[src/rtl/id_decode_datapath_if.sv]
`default_nettype none
// ============================================================================
// Module      : id_decode_datapath_if
// Description : Decode-stage bus bundle: instruction fields, WB traffic, outputs.
// Revision    : 1.0 - initial release
// ============================================================================
interface id_decode_datapath_if;
    logic        stall_flag;
    logic [4:0]  inst_read_reg_addr1;
    logic [4:0]  inst_read_reg_addr2;
    logic [4:0]  rd;
    logic        reg_dst;
    logic [15:0] inst_imm_field;
    logic        reg_write;
    logic [4:0]  reg_wr_addr_wb;
    logic [31:0] reg_wr_data;
    logic [31:0] reg_file_rd_data1;
    logic [31:0] reg_file_rd_data2;
    logic [31:0] sgn_ext_imm;
    logic [31:0] imm_sgn_ext_lft_shft;
    logic [15:0] imm_field_wo_sgn_ext;
    logic [4:0]  rd_out_id;

    modport master (
        output stall_flag, inst_read_reg_addr1, inst_read_reg_addr2, rd, reg_dst,
               inst_imm_field, reg_write, reg_wr_addr_wb, reg_wr_data,
        input  reg_file_rd_data1, reg_file_rd_data2, sgn_ext_imm,
               imm_sgn_ext_lft_shft, imm_field_wo_sgn_ext, rd_out_id
    );

    modport slave (
        input  stall_flag, inst_read_reg_addr1, inst_read_reg_addr2, rd, reg_dst,
               inst_imm_field, reg_write, reg_wr_addr_wb, reg_wr_data,
        output reg_file_rd_data1, reg_file_rd_data2, sgn_ext_imm,
               imm_sgn_ext_lft_shft, imm_field_wo_sgn_ext, rd_out_id
    );
endinterface
`default_nettype wire

[src/rtl/id_decode_datapath.sv]
`default_nettype none
// ============================================================================
// Module      : id_decode_datapath
// Description : ID-stage register file with WB bypass, rt/rd select, immediate
//               extender, and stall shadow registers on every output.
// Revision    : 1.0 - initial release
// ============================================================================
module id_decode_datapath (
    input  logic                 clk,
    input  logic                 reset,
    id_decode_datapath_if.slave  dp
);
    localparam int unsigned C_NUM_REGS = 32;

    logic [31:0] r_regs_q [C_NUM_REGS];
    logic [31:0] r_regs_d [C_NUM_REGS];

    logic        w_wr_en;
    logic [31:0] w_rd_data1;
    logic [31:0] w_rd_data2;
    logic [31:0] w_sgn_ext;
    logic [31:0] w_shft;
    logic [4:0]  w_rd_out;

    logic [31:0] r_rd_data1_q, r_rd_data1_d;
    logic [31:0] r_rd_data2_q, r_rd_data2_d;
    logic [31:0] r_sgn_ext_q,  r_sgn_ext_d;
    logic [31:0] r_shft_q,     r_shft_d;
    logic [15:0] r_raw_imm_q,  r_raw_imm_d;
    logic [4:0]  r_rd_out_q,   r_rd_out_d;

    // Excluding address 0 here keeps r0 permanently zero in the array.
    assign w_wr_en = dp.reg_write && (dp.reg_wr_addr_wb != 5'd0);

    always_comb begin
        r_regs_d = r_regs_q;
        if (w_wr_en) begin
            r_regs_d[dp.reg_wr_addr_wb] = dp.reg_wr_data;
        end
    end

    always_comb begin
        w_rd_data1 = r_regs_q[dp.inst_read_reg_addr1];
        if (dp.inst_read_reg_addr1 == 5'd0) begin
            w_rd_data1 = '0;
        end else if (w_wr_en && (dp.reg_wr_addr_wb == dp.inst_read_reg_addr1)) begin
            w_rd_data1 = dp.reg_wr_data;
        end

        w_rd_data2 = r_regs_q[dp.inst_read_reg_addr2];
        if (dp.inst_read_reg_addr2 == 5'd0) begin
            w_rd_data2 = '0;
        end else if (w_wr_en && (dp.reg_wr_addr_wb == dp.inst_read_reg_addr2)) begin
            w_rd_data2 = dp.reg_wr_data;
        end
    end

    assign w_sgn_ext = {{16{dp.inst_imm_field[15]}}, dp.inst_imm_field};
    assign w_shft    = {w_sgn_ext[29:0], 2'b00};
    assign w_rd_out  = dp.reg_dst ? dp.rd : dp.inst_read_reg_addr2;

    // Shadows track the live values only on non-stalled edges.
    always_comb begin
        r_rd_data1_d = r_rd_data1_q;
        r_rd_data2_d = r_rd_data2_q;
        r_sgn_ext_d  = r_sgn_ext_q;
        r_shft_d     = r_shft_q;
        r_raw_imm_d  = r_raw_imm_q;
        r_rd_out_d   = r_rd_out_q;
        if (!dp.stall_flag) begin
            r_rd_data1_d = w_rd_data1;
            r_rd_data2_d = w_rd_data2;
            r_sgn_ext_d  = w_sgn_ext;
            r_shft_d     = w_shft;
            r_raw_imm_d  = dp.inst_imm_field;
            r_rd_out_d   = w_rd_out;
        end
    end

    always_ff @(posedge clk or negedge reset) begin
        if (!reset) begin
            for (int i = 0; i < C_NUM_REGS; i++) begin
                r_regs_q[i] <= '0;
            end
            r_rd_data1_q <= '0;
            r_rd_data2_q <= '0;
            r_sgn_ext_q  <= '0;
            r_shft_q     <= '0;
            r_raw_imm_q  <= '0;
            r_rd_out_q   <= '0;
        end else begin
            r_regs_q     <= r_regs_d;
            r_rd_data1_q <= r_rd_data1_d;
            r_rd_data2_q <= r_rd_data2_d;
            r_sgn_ext_q  <= r_sgn_ext_d;
            r_shft_q     <= r_shft_d;
            r_raw_imm_q  <= r_raw_imm_d;
            r_rd_out_q   <= r_rd_out_d;
        end
    end

    assign dp.reg_file_rd_data1    = dp.stall_flag ? r_rd_data1_q : w_rd_data1;
    assign dp.reg_file_rd_data2    = dp.stall_flag ? r_rd_data2_q : w_rd_data2;
    assign dp.sgn_ext_imm          = dp.stall_flag ? r_sgn_ext_q  : w_sgn_ext;
    assign dp.imm_sgn_ext_lft_shft = dp.stall_flag ? r_shft_q     : w_shft;
    assign dp.imm_field_wo_sgn_ext = dp.stall_flag ? r_raw_imm_q  : dp.inst_imm_field;
    assign dp.rd_out_id            = dp.stall_flag ? r_rd_out_q   : w_rd_out;
endmodule
`default_nettype wire

[src/flat_wrapper.sv]
// flat-port wrapper written by rule: the top's interface ports become plain ports
module id_decode_datapath_flat 
  (clk, reset, dp_stall_flag, dp_inst_read_reg_addr1, dp_inst_read_reg_addr2, dp_rd, dp_reg_dst, dp_inst_imm_field, dp_reg_write, dp_reg_wr_addr_wb, dp_reg_wr_data, dp_reg_file_rd_data1, dp_reg_file_rd_data2, dp_sgn_ext_imm, dp_imm_sgn_ext_lft_shft, dp_imm_field_wo_sgn_ext, dp_rd_out_id);
  id_decode_datapath_if dp_i ();
  input  logic clk;
  input  logic reset;
  input wire logic [$bits(dp_i.stall_flag)-1:0] dp_stall_flag;
  input wire logic [$bits(dp_i.inst_read_reg_addr1)-1:0] dp_inst_read_reg_addr1;
  input wire logic [$bits(dp_i.inst_read_reg_addr2)-1:0] dp_inst_read_reg_addr2;
  input wire logic [$bits(dp_i.rd)-1:0] dp_rd;
  input wire logic [$bits(dp_i.reg_dst)-1:0] dp_reg_dst;
  input wire logic [$bits(dp_i.inst_imm_field)-1:0] dp_inst_imm_field;
  input wire logic [$bits(dp_i.reg_write)-1:0] dp_reg_write;
  input wire logic [$bits(dp_i.reg_wr_addr_wb)-1:0] dp_reg_wr_addr_wb;
  input wire logic [$bits(dp_i.reg_wr_data)-1:0] dp_reg_wr_data;
  output wire logic [$bits(dp_i.reg_file_rd_data1)-1:0] dp_reg_file_rd_data1;
  output wire logic [$bits(dp_i.reg_file_rd_data2)-1:0] dp_reg_file_rd_data2;
  output wire logic [$bits(dp_i.sgn_ext_imm)-1:0] dp_sgn_ext_imm;
  output wire logic [$bits(dp_i.imm_sgn_ext_lft_shft)-1:0] dp_imm_sgn_ext_lft_shft;
  output wire logic [$bits(dp_i.imm_field_wo_sgn_ext)-1:0] dp_imm_field_wo_sgn_ext;
  output wire logic [$bits(dp_i.rd_out_id)-1:0] dp_rd_out_id;
  assign dp_i.stall_flag = dp_stall_flag;
  assign dp_i.inst_read_reg_addr1 = dp_inst_read_reg_addr1;
  assign dp_i.inst_read_reg_addr2 = dp_inst_read_reg_addr2;
  assign dp_i.rd = dp_rd;
  assign dp_i.reg_dst = dp_reg_dst;
  assign dp_i.inst_imm_field = dp_inst_imm_field;
  assign dp_i.reg_write = dp_reg_write;
  assign dp_i.reg_wr_addr_wb = dp_reg_wr_addr_wb;
  assign dp_i.reg_wr_data = dp_reg_wr_data;
  assign dp_reg_file_rd_data1 = dp_i.reg_file_rd_data1;
  assign dp_reg_file_rd_data2 = dp_i.reg_file_rd_data2;
  assign dp_sgn_ext_imm = dp_i.sgn_ext_imm;
  assign dp_imm_sgn_ext_lft_shft = dp_i.imm_sgn_ext_lft_shft;
  assign dp_imm_field_wo_sgn_ext = dp_i.imm_field_wo_sgn_ext;
  assign dp_rd_out_id = dp_i.rd_out_id;
  id_decode_datapath u_core (.clk(clk), .reset(reset), .dp(dp_i));
endmodule
[config.mk]
export PLATFORM = sky130hd
export DESIGN_NAME = id_decode_datapath_flat
export DESIGN_NICKNAME = d
export VERILOG_FILES = /design/src/rtl/id_decode_datapath_if.sv /design/src/rtl/id_decode_datapath.sv /design/src/flat_wrapper.sv
export SDC_FILE = /design/constraint.sdc
export NUM_CORES = 2
export LEC_CHECK = 0
export ABC_CLOCK_PERIOD_IN_PS = 3700
export CAP_MARGIN = 20
export CELL_PAD_IN_SITES_DETAIL_PLACEMENT = 1
export CELL_PAD_IN_SITES_GLOBAL_PLACEMENT = 1
export CORE_ASPECT_RATIO = 1.75
export CORE_UTILIZATION = 30
export CTS_CLUSTER_SIZE = 28
export DETAILED_ROUTE_END_ITERATION = 12
export GPL_ROUTABILITY_DRIVEN = 0
export PLACE_DENSITY_LB_ADDON = 0.3
export SLEW_MARGIN = 15
export SYNTH_ARGS = -nofsm -noshare
export SYNTH_HDL_FRONTEND = slang
export SYNTH_SLANG_ARGS = --single-unit
[constraint.sdc]
create_clock -name clk -period 3.7 [get_ports clk]
set_input_delay 0.74 -clock clk [delete_from_list [all_inputs] [get_ports clk]]
set_output_delay 0.74 -clock clk [all_outputs]
set_load 0.02 [all_outputs]
==> impl_results.md <==
* Hold depth at 0
* XOR/XNOR share of the synthesized area at 0.1464%
* Max-slew headroom at a little under half
* Clock network power share at about a third
* Cell area after synthesis at ~60000 µm²
* Max_cap viols at 0
* Critical Path Slowest Stage Cell: mux4_2
* Hold path start: u_core.r_regs_q[1016]
* Final cell area excluding filler cells at 74510 µm²
* FP Rows at ~220
* Antenna violations before repair at 6
* WL final at 223800 µm
* Count of different cell masters after synthesis at 33
* Clk sinks at between 1000 and 1500
* Global Route Usage Sum at between 20% and 30%
* Post-DP HPWL at ~150000 µm
* Total grt overflow at 0
* Register area share after synthesis at 49.05%
* Crit path arrival time at approximately 3 ns
* Post-synth top cells: dfrtp_1 (1173), mux2_2 (991), mux4_2 (576), clkbuf_1 (253), nand2_1 (242)
* Final core occ at between 30% and 40%
* Flop pwr share at roughly 44%
* Synth top area share at around 50%
* Syn Area/Cell at 15.26 µm²
* R2R Setup Slk at 1.53 ns
* FF-to-FF path depth at 5
* Post-synth EDFFs at 0
* Critical path's top delay family: multiplexers
* Power density cells at around 520 nW/µm²
* Synth top area cells: dfrtp_1 (49%), mux4_2 (22%), mux2_2 (19%), a22o_1 (1.9%), clkbuf_1 (1.6%)
* Residual DRC count at 0
* Mux share of post-synthesis cell area at between 40% and 50%
* Flops & latches, synth at 1173
* CP endpoint kind: output port
* YS warnings at 0
* Top_reg_cell synth: dfrtp_1
* DR vias/cell at ~5.6
* Dominant cell type by area after synthesis: dfrtp_1
* Actual slew at the worst max-slew pin at 0.7836 ns
* Internal cell power at 27.33 mW
* Met1 Use GR at 26.54%
* Die Y at 592.8 µm
* Max Slew Vio Count at 0
* Hold Path Class: flop to flop
* Layout cells sized above 1 at roughly 56%
* Fin crit share at 102.1%
* CP Cell Sequence: buf_16 > buf_12 > buf_12 > buf_4 > mux4_2 > mux4_2 > o211ai_1 > o2111ai_2 > buf_4 > buf_12
* CTS clock-pin slew for the worst setup and hold paths at around 0.060 ns
* Crit Path Category: input pin to output port
* Port-buffer cells at between 200 and 250
* Ports at approximately 220
* Worst-path fanout max at 7
* Drt first pass iters at 7
* DP Area at around 69000 µm²
* WHS Endpoint: u_core.r_regs_q[1016]
* RSZ-0062 raised after global routing: yes
* Min Tclk post-route at approximately 3.8 ns
* Final Hold Fails at 0
* Main combinational cell family by area after synthesis: multiplexers
* Sw Share at roughly 29%
* Cell mode on critical path: buf_12
* VDD IR max at between 0.4 and 0.5 mV
* Status: complete, but fails checks
* Worst reg2reg path startpoint: u_core.r_regs_q[651]
* Final setup vio count at 20
* CTS buffer count at 115
* Final #Nets at approximately 4400
* CTS Buffer Depth at 3
* WP data required at 2.96 ns
* First DRT Iteration DRCs at 2483
* Area Growth Syn to Fin at 24.52%
* Pleak at approximately 32 nW
* Hold WS at 0.3987 ns
* Crit path depth at 10
* Top-count cell post-synth: dfrtp_1
* Vias after detailed routing at roughly 40000
* Worst Path Buf+Inv at 6
* DIE WIDTH at between 300 and 400 µm
* Psw at 11.19 mW
* CTS tree: built
* Clock root buffer: clkbuf_16
* H-Tree Depth at 3
* Vias in the first global route at between 40000 and 50000
* M3 GR Usage at ~3.4%
* First-pass GRT wire length at 327500 µm
* Die footprint at 201300 µm²
* Core Area at 198100 µm²
* Fmax at 264.7 MHz
* Most used routing layer: met2
* Post-synth ARST share at 100.0%
* Worst Setup Slack, final at -0.07848 ns
* Combinational share of power at approximately a quarter
* Post-Synth Simple-Gate Area at roughly 3.3%
* Starting Density at 30.21%
* Critical R2R Capture: u_core.r_rd_data2_q[11]
* Failing checks: setup timing
* M2 GR Usage at around two fifths
* Post-Syn Nets at between 3000 and 4000
* Startpoint types: input pin
* Compound-Gate Fraction of Synth Area at 3.764%
* Synth Area in Adders at 0%
* Clk_skew at 0.08334 ns
* CP peak stage delay at 0.53 ns
* Wirelength per Cell at about 32 µm
* Mapped Cells at 3922
* Detail Route Antenna Nets at 0
* Worst-skew pair later-pin latency at just over 0.8 ns
* Largest net degree at the start of global routing at around 100
## registers in the layout, indices dropped and copies added, names as in the netlist
name,count
u_core.r_regs_q,1024
u_core.r_sgn_ext_q,32
u_core.r_rd_data1_q,32
u_core.r_raw_imm_q,16
u_core.r_shft_q,32
u_core.r_rd_data2_q,32
u_core.r_rd_out_q,5
## layout by cell type, fill, tap and decap left out, drive strengths merged, types with 10 or more instances in the layout
master         count
mux2             992
o211ai            66
bufinv            10
nand4             64
clkinv            32
xnor2             10
nor2              82
nand2b            17
a22o             128
nand2            242
buf              622
clkdlybuf4s50    140
clkbuf           167
dfrtp           1173
mux4             576
o2111ai           66
## worst reg2reg max path: stages, from the launching register on
cell	delay [ns]
dfrtp_1	0.41
mux4_2	0.47
mux4_2	0.51
o211ai_1	0.22
o2111ai_4	0.19
buf_4	0.17
## cell families (layout without fill, tap and decap cells)
kind of cell,Yosys count,count (layout)
mux,1573,1573
flops,1173,1173
buf+inv,460,993
simple gates,437,437
compound gates,269,269
xor+xnor,10,10
other cells,0,1
## area by class of cell
cell class                      count  area [µm²]
Fill cell                       19960      123600
Sequential cell                  1173       29350
Timing Repair Buffer              783        8803
Clock inverter                     49       699.4
Inverter                            2       7.507
Clock buffer                      159        3253
Multi-Input combinational cell   2289       29120
Tap cell                         2616        3273
Antenna cell                        1       2.502
## metrics by stage
step	cells	setup TNS, ns	setup WS [ns]	power (mW)
3_5_place_dp	6750	-24.47	-0.6058	25.92
5_1_grt	7072	-2.030	-0.1488	40.15
4_1_cts	7016	-1.033	-0.09728	38.78
2_1_floorplan	3922	0	0.2989	22.07
6_report	7072	-0.5391	-0.07848	38.52
3_3_place_gp	6750	-25.02	-0.6065	25.50
## how the worst max path moves through the flow
| stage | slack (ns) | endpoint | startpoint |
|---|---|---|---|
| after global placement | -0.61 | dp_reg_file_rd_data2[18] | dp_inst_read_reg_addr2[3] |
| final | -0.08 | dp_reg_file_rd_data2[15] | dp_inst_read_reg_addr2[0] |
| after CTS | -0.1 | dp_reg_file_rd_data2[18] | dp_inst_read_reg_addr2[0] |
| after global routing | -0.15 | dp_reg_file_rd_data2[18] | dp_inst_read_reg_addr2[0] |
| after detailed placement | -0.61 | dp_reg_file_rd_data2[29] | dp_inst_read_reg_addr2[3] |
| after floorplan | 0.30 | dp_reg_file_rd_data2[30] | dp_inst_read_reg_addr2[2] |
## metal layers
layer	wire length, µm	vias to the layer above
met1	86160	21810
met3	10520	491
met4	11670	6
met2	115400	1210
met5	44	-
li1	-	16010
## power groups by stage
stage                     Sequential [mW]  Combinational, mW  Clock (mW)
after global routing                 17.1               9.72        13.3
after detailed placement             17.0               8.90           0
after floorplan                      16.4               5.70           0
after CTS                            16.8               9.13        12.9
final                                16.8               9.14        12.5
after global placement               16.8               8.71           0
## timing repair
item	CTS	global route
setup endpoints to repair	64	54
pin swaps	33	36
gates resized for setup	212	78
hold endpoints to repair	30	0
buffers inserted	54	53
gates cloned	5	4
hold buffers	1	0
Note: power is estimated with default switching activity, not from simulation.
